===== config.mk =====
export PLATFORM = sky130hd
export DESIGN_NAME = tt_mvex_lq_retire
export DESIGN_NICKNAME = d
export VERILOG_FILES = /design/src/rtl/tt_mvex_lq_retire.sv
export SDC_FILE = /design/constraint.sdc
export NUM_CORES = 2
export LEC_CHECK = 0
export BUFFER_PORTS_ARGS = -buffer_cell sky130_fd_sc_hd__clkbuf_2
export CELL_PAD_IN_SITES_DETAIL_PLACEMENT = 1
export CELL_PAD_IN_SITES_GLOBAL_PLACEMENT = 1
export CORE_MARGIN = 2
export CORE_UTILIZATION = 40
export DETAILED_ROUTE_END_ITERATION = 12
export MAX_ROUTING_LAYER = met4
export PLACE_DENSITY = 0.73
export SLEW_MARGIN = 30
export SYNTH_ARGS = -nofsm -noshare
export SYNTH_HDL_FRONTEND = slang
export SYNTH_SLANG_ARGS = --single-unit
export TNS_END_PERCENT = 50

===== constraint.sdc =====
create_clock -name clk -period 18.2 [get_ports clk]
set_input_delay 3.64 -clock clk [delete_from_list [all_inputs] [get_ports clk]]
set_output_delay 3.64 -clock clk [all_outputs]
set_load 0.02 [all_outputs]

===== src/rtl/tt_mvex_lq_retire.sv =====
// rtl/tt_mvex_lq_retire.sv - in-order retirement buffer for matrix-unit load-queue results
//
// Purpose:
//   Issue allocates an lqid per matrix op. The matrix unit returns results
//   tagged with that lqid in any order. Results are held here and released
//   strictly in allocation order to the VRF writeback port. Each result's
//   exception flag travels with it.
//
// Configuration macro:
//   TT_MVEX_LQ_BYPASS_EN - when defined, a completion that targets the
//   pending head entry is presented on o_wb_* in the same cycle.
//
// Ports:
//   clk, reset            clock; synchronous active-high reset
//   i_flush               discard all entries (next cycle everything FREE)
//   i_alloc_vld/_vd       allocation request and destination vreg
//   o_alloc_rdy/_id       entry available / lqid granted on handshake
//   i_mvex_lq*            matrix-unit result: valid, data, exception, tag
//   o_wb_vld/i_wb_rdy     writeback handshake toward the VRF
//   o_wb_data/_vd/_exc/_id  head entry contents
//   o_cpl_err             1-cycle pulse: result arrived for a non-PEND entry
module tt_mvex_lq_retire #(
  parameter int LQ_DEPTH_LOG2 = 3,
  parameter int VLEN          = 256
) (
  input  logic                     clk,
  input  logic                     reset,
  input  logic                     i_flush,
  input  logic                     i_alloc_vld,
  input  logic [4:0]               i_alloc_vd,
  output logic                     o_alloc_rdy,
  output logic [LQ_DEPTH_LOG2-1:0] o_alloc_id,
  input  logic                     i_mvex_lqvld,
  input  logic [VLEN-1:0]          i_mvex_lqdata,
  input  logic                     i_mvex_lqexc,
  input  logic [LQ_DEPTH_LOG2-1:0] i_mvex_lqid,
  output logic                     o_wb_vld,
  input  logic                     i_wb_rdy,
  output logic [VLEN-1:0]          o_wb_data,
  output logic [4:0]               o_wb_vd,
  output logic                     o_wb_exc,
  output logic [LQ_DEPTH_LOG2-1:0] o_wb_id,
  output logic                     o_cpl_err
);

  localparam int DEPTH = 1 << LQ_DEPTH_LOG2;
  localparam logic [LQ_DEPTH_LOG2:0] PTR_ONE  = (LQ_DEPTH_LOG2+1)'(1);
  localparam logic [LQ_DEPTH_LOG2:0] PTR_FULL = (LQ_DEPTH_LOG2+1)'(DEPTH);

  typedef enum logic [1:0] {
    ST_FREE = 2'd0,
    ST_PEND = 2'd1,
    ST_DONE = 2'd2
  } ent_state_t;

  ent_state_t          st     [DEPTH];
  logic [4:0]          vd_q   [DEPTH];
  logic [VLEN-1:0]     data_q [DEPTH];
  logic                exc_q  [DEPTH];

  // Pointers carry one extra wrap bit so full and empty are distinguishable.
  logic [LQ_DEPTH_LOG2:0]   alloc_ptr;
  logic [LQ_DEPTH_LOG2:0]   head_ptr;
  logic [LQ_DEPTH_LOG2:0]   count;
  logic [LQ_DEPTH_LOG2-1:0] head_id;
  logic [LQ_DEPTH_LOG2-1:0] alloc_idx;

  logic alloc_fire;
  logic cpl_hit;
  logic cpl_bad;
  logic head_done;
  logic byp;
  logic wb_fire;
  logic cpl_retired;

  assign count     = alloc_ptr - head_ptr;
  assign head_id   = head_ptr[LQ_DEPTH_LOG2-1:0];
  assign alloc_idx = alloc_ptr[LQ_DEPTH_LOG2-1:0];

  // Readiness uses the registered count only, so a same-cycle retire never
  // frees a slot for a same-cycle alloc.
  assign o_alloc_rdy = !reset && (count != PTR_FULL) && !i_flush;
  assign o_alloc_id  = alloc_idx;
  assign alloc_fire  = i_alloc_vld && o_alloc_rdy;

  // An id being allocated this cycle is still FREE, so a completion for it
  // lands in cpl_bad naturally.
  assign cpl_hit = i_mvex_lqvld && !i_flush && (st[i_mvex_lqid] == ST_PEND);
  assign cpl_bad = i_mvex_lqvld && !i_flush && (st[i_mvex_lqid] != ST_PEND);

  assign head_done = (st[head_id] == ST_DONE);

`ifdef TT_MVEX_LQ_BYPASS_EN
  assign byp       = i_mvex_lqvld && (i_mvex_lqid == head_id) &&
                     (st[head_id] == ST_PEND) && !i_flush;
  assign o_wb_data = byp ? i_mvex_lqdata : data_q[head_id];
  assign o_wb_exc  = byp ? i_mvex_lqexc  : exc_q[head_id];
`else
  assign byp       = 1'b0;
  assign o_wb_data = data_q[head_id];
  assign o_wb_exc  = exc_q[head_id];
`endif

  assign o_wb_vld = !reset && !i_flush && (head_done || byp);
  assign o_wb_vd  = vd_q[head_id];
  assign o_wb_id  = head_id;
  assign wb_fire  = o_wb_vld && i_wb_rdy;

  // A bypassed result that retires immediately never needs to be stored.
  assign cpl_retired = byp && i_wb_rdy;

  // Alloc, completion and retire hit distinct entries (FREE / PEND / DONE
  // head), except the bypass case which is resolved through cpl_retired.
  always_ff @(posedge clk) begin
    if (reset) begin
      alloc_ptr <= '0;
      head_ptr  <= '0;
      o_cpl_err <= 1'b0;
      for (int i = 0; i < DEPTH; i++) begin
        st[i]     <= ST_FREE;
        vd_q[i]   <= '0;
        data_q[i] <= '0;
        exc_q[i]  <= 1'b0;
      end
    end else if (i_flush) begin
      alloc_ptr <= '0;
      head_ptr  <= '0;
      o_cpl_err <= 1'b0;
      for (int i = 0; i < DEPTH; i++) begin
        st[i] <= ST_FREE;
      end
    end else begin
      o_cpl_err <= cpl_bad;
      if (wb_fire) begin
        st[head_id] <= ST_FREE;
        head_ptr    <= head_ptr + PTR_ONE;
      end
      if (cpl_hit && !cpl_retired) begin
        st[i_mvex_lqid]     <= ST_DONE;
        data_q[i_mvex_lqid] <= i_mvex_lqdata;
        exc_q[i_mvex_lqid]  <= i_mvex_lqexc;
      end
      if (alloc_fire) begin
        st[alloc_idx]   <= ST_PEND;
        vd_q[alloc_idx] <= i_alloc_vd;
        alloc_ptr       <= alloc_ptr + PTR_ONE;
      end
    end
  end

endmodule

# Word-level counts from Yosys, hierarchy flattened
# Memory sizes are Yosys's and may differ from the RTL's. A register that Yosys moved wholly into a read port is not among the register bits.
# Cells that the tools add are included.
[word_totals]
register_bits = 9
ramBits = 2112
input_bits = 271
mem_count = 4
[classes]
add_sub_neg = 3
eq_ne = 4
mux = 51
bitwise = 8
reduce_logical = 18
[mem_list]
columns = ["name", "words", "width", "read_ports", "rd_clocked_by_memory_dff", "write_ports", "line_no", "rtl"]
rows = [
  ["data_q", 8, 256, 1, 1, 8, "58", "logic [VLEN-1:0] data_q [DEPTH];"],
  ["vd_q", 8, 5, 1, 1, 8, "57", "logic [4:0] vd_q [DEPTH];"],
  ["st", 8, 2, 2, 1, 8, "56", "ent_state_t st [DEPTH];"],
  ["exc_q", 8, 1, 1, 1, 8, "59", "logic exc_q [DEPTH];"],
]
[op_table]
columns = ["cell", "n"]
rows = [
  ["$mux 256", 1],
  ["$reduce_or 256->1", 1],
  ["$mux 3", 14],
  ["$mux 1", 24],
  ["$mux 2", 11],
  ["$logic_and 1x1->1", 9],
  ["$add 4x1->4 const B", 2],
  ["$or 1x1->1", 8],
  ["$reduce_or 2->1", 4],
  ["$mux 5", 1],
  ["$reduce_or 5->1", 1],
  ["$ne 4x4->1 const B", 1],
  ["$sub 4x4->4", 1],
  ["$eq 2x1->1 const B", 1],
  ["$eq 2x2->1 const B", 1],
  ["$logic_not 1->1", 2],
  ["$ne 2x1->1 const B", 1],
  ["$reduce_or 1->1", 1],
]

# Logic depth before layout (Yosys ltp)
[logic_depth]
word_depth = 11
mapped_depth = 8
mapped_depth_nobuf = 7

# Least setup slack after synthesis
# Ideal clock, no wire load.
[synth_path]
path_kind = "input port to flip-flop"
startpoint = "input port i_mvex_lqid[2]"
endpoint = "memory data_q[2][0] (enable)"
setup_time_ps = 665
arrival_time_ps = 10205
t_required_ps = 17535
slack_ps = 7330
stages = 5
n_path_buf = 1
path_cell_list = "buf_2 -> mux2i_1 -> nor3b_1 -> nand3_1 -> nand2b_1"
[synth_rtl]
columns = ["element", "line_no", "rtl"]
rows = [
  ["start, declared", "36", "input logic [LQ_DEPTH_LOG2-1:0] i_mvex_lqid,"],
  ["end, declared", "58", ""],
]

==> impl_metrics.toml <==
[outcome]
status = "finished clean"

[logic_synthesis]
synth_cell_type_count = 46
synth_edf_count = 2096
ys_seq_elements = 2124
synth_cells = 5573
yosys_warnings = 0
muxShareOfSynthArea = 0.158
synth_compound_area_frac = 0.00479
synth-main-ff-cell = "edfxtp_1"
synth-adder-area-share = 0.000663
synthSimpleGateAreaFrac = 0.145
syn-num-nets = 5849
yosysSeqAreaShare = 0.673
synth_xor_xnor_area_share = 0.000186
syn-cell-area_sq_um = 94300
synth-async-reset-ratio = 0
synth_top_family_by_area = "multiplexers"
syn_avg_cell_area_sq_um = 16.9

[route]
route.detailed.drc = 0
drt_iter0_markers = 4347
wire_per_inst_um = 28.4
via_per_inst = 5.39
drt-pass1-iter-count = 5
via_count = 51000
wirelength_mm = 268
antenna_left = 0

[clocking]
clk_latency_ns = 0.87
root_buffer = "clkbuf_16"
cts_tree = "yes"
cts.path.max_buffers = 3
clock-sinks = 2124
hold_buffers = 0
cts_setup_buffers = 0
path_clk_slew_ns = 0.06
cts_buffers = 227
htree_levels = 4
post_cts_resized = 0

[final_layout]
fillers = 22700
drive_above_1_share = 0.285
area_delta_synth_final_pct = 14.3
most-common-layout-cells = "and2_1, edfxtp_1, clkbuf_2"
layout.nets = 6346

[sta]
fmax_ghz = 0.110
whs_ns = 0.492
fin_worst_skew_ns = 0.0759
finalMaxSlewViolations = 0
tightest_slew_ns = 1.05
finalHoldViolations = 0
period_minus_slack_ns = 9.08
rsz0062_at_grt = "no"
relSlewSlack = 0.303
setup_violations = 0
finalCritPeriodShare = 0.499
setup_total_negative_slack_ns = 0

[floorplan]
initial_core_util = 0.402
die_x_um = 490
num_rows = 178
core-area_sq_um = 235000
die-area_sq_um = 240000
fp.dieH_um = 490
io_pins = 542

[place]
routabilityCongestion = 0.808
portBuffers = 541
hpwl_mm = 146

[worst_setup_path]
critical_path.endpoint_type = "output port"
cp.arrival_ns = 5.44
path_buf_inv = 6
crit_type = "register to output port"
r2r-start = "st[3][1]"
crit_family = "buffers and inverters"
slowest_stage = "buf_4"
path_cells = "buf_12 > buf_16 > buf_4 > buf_4 > buf_4 > mux4_2 > mux2_2 > clkbuf_2"
worst-r2r-cell-count = 6
slowest_delay_ns = 0.80
critPathCapture = "o_wb_data[76]"
crit_fanout = 71
crit_required_ns = 14.56
r2r_end = "data_q[7][104]"
startpoint_type = "register"
worst_path_most_repeated_cell = "buf_4"
cp_num_cells = 8
rrSetupSlack_ns = 13.65

[pwr]
power.density_nw_per_um2 = 96.9
static-leakage-power_nw = 38.9
irDropWorstVdd_uv = 88.0

[global_route]
grt_pass1_vias = 56400
grt_max_degree = 143
track_usage = 0.231
grt_pass1_wl_mm = 391
antenna_found_initial = 66
overflow = 0

[flow_run]
maxCapViolations = 0

[hold_path]
hp-class = "register to register"
[layout make-up]
type,instances,area (sq um),share of cell area
clock buffer,267,5850,0.0543
multi-input combinational,3054,29200,0.271
clock inverter,141,1270,0.0118
timing repair buffer,656,3840,0.0356
sequential,2124,63500,0.589
inverter,7,26.3,0.000244
antenna,61,153,0.00142
tap,3150,3940,0.0366
[registers in the layout, summed over array words and instances (netlist names), named ones only]
register   flops
exc_q          8
data_q      2048
o_cpl_err      1
head_ptr       4
st            16
vd_q          40
alloc_ptr      4
[cell families after synthesis]
kind of cell             count (synthesis)
AND/OR/NAND/NOR                       2196
flip-flops                            2124
multiplexers                           795
adder cells (fa/ha/maj)                  5
XOR/XNOR                                 2
buffers and inverters                  395
AO/OA/AOI/OAI                           56
[how the worst min path moves through the flow]
stage,start,to,slack (ns),depth (start not counted)
2_1_floorplan,alloc_ptr[3],alloc_ptr[3],0.45,1
3_3_place_gp,alloc_ptr[3],alloc_ptr[3],0.47,1
3_5_place_dp,head_ptr[3],head_ptr[3],0.48,2
4_1_cts,alloc_ptr[3],alloc_ptr[3],0.49,2
5_1_grt,alloc_ptr[3],alloc_ptr[3],0.51,2
6_report,alloc_ptr[3],alloc_ptr[3],0.49,2
[tightest hold or removal path, cell delays in order (launching register included)]
cell and delay, ns:
dfxtp_1 0.33, nand2_1 0.06, mux2i_1 0.06
[where the power goes]
group / internal, mW / leakage [nW] / switching [mW] / total (mW)
Clock: 2.51 / 3.46 / 1.99 / 4.49
Combinational: 0.113 / 13.5 / 0.271 / 0.384
Sequential: 5.52 / 21.9 / 0.0449 / 5.56
[stage by stage]
step           cell area [sq um]  cells  setup slack, ns   util  total power, mW
6_report                  108000   9460             9.12  0.459             10.4
5_1_grt                   108000   9455             8.60  0.459             10.8
4_1_cts                   108000   9396             8.90  0.458             10.5
3_5_place_dp              100000   8988             9.81  0.428             6.06
3_3_place_gp              100000   8986             9.80  0.427             6.04
2_1_floorplan              94300   5573             7.33      -             5.85
[routing by layer]
metal / part of all wire / up-vias / global-route usage
li1: - / 21800 / -
met1: 0.40 / 27200 / 0.285
met2: 0.49 / 1641 / 0.381
met3: 0.085 / 320 / 0.0622
met4: 0.019 / 0 / 0.0497
met5: 0 / - / -
[synth_stat cells, types with 4 or more instances]
cell	count	area, sq um
o211ai_1	9	67.6
nand2_1	15	56.3
buf_1	27	101
mux2_2	262	2950
a21oi_1	18	90.1
nor2b_1	10	62.6
buf_4	10	75.1
buf_2	54	270
nor2_1	7	26.3
dfxtp_1	28	561
ha_1	5	62.6
inv_1	7	26.3
a31oi_1	5	31.3
mux4_2	526	11800
and2_1	2096	13100
clkbuf_2	95	475
nand2b_1	6	37.5
nor3b_1	5	37.5
o311ai_0	6	52.6
nand3_1	6	30.0
a2111oi_4	4	110
clkbuf_1	202	758
nor3_1	7	35.0
edfxtp_1	2096	62900
nor4_1	11	68.8
nand3b_1	5	37.5
or2_2	16	100
o21bai_1	7	52.6
mux2i_1	7	70.1
Power figures use the tool's default switching activity.
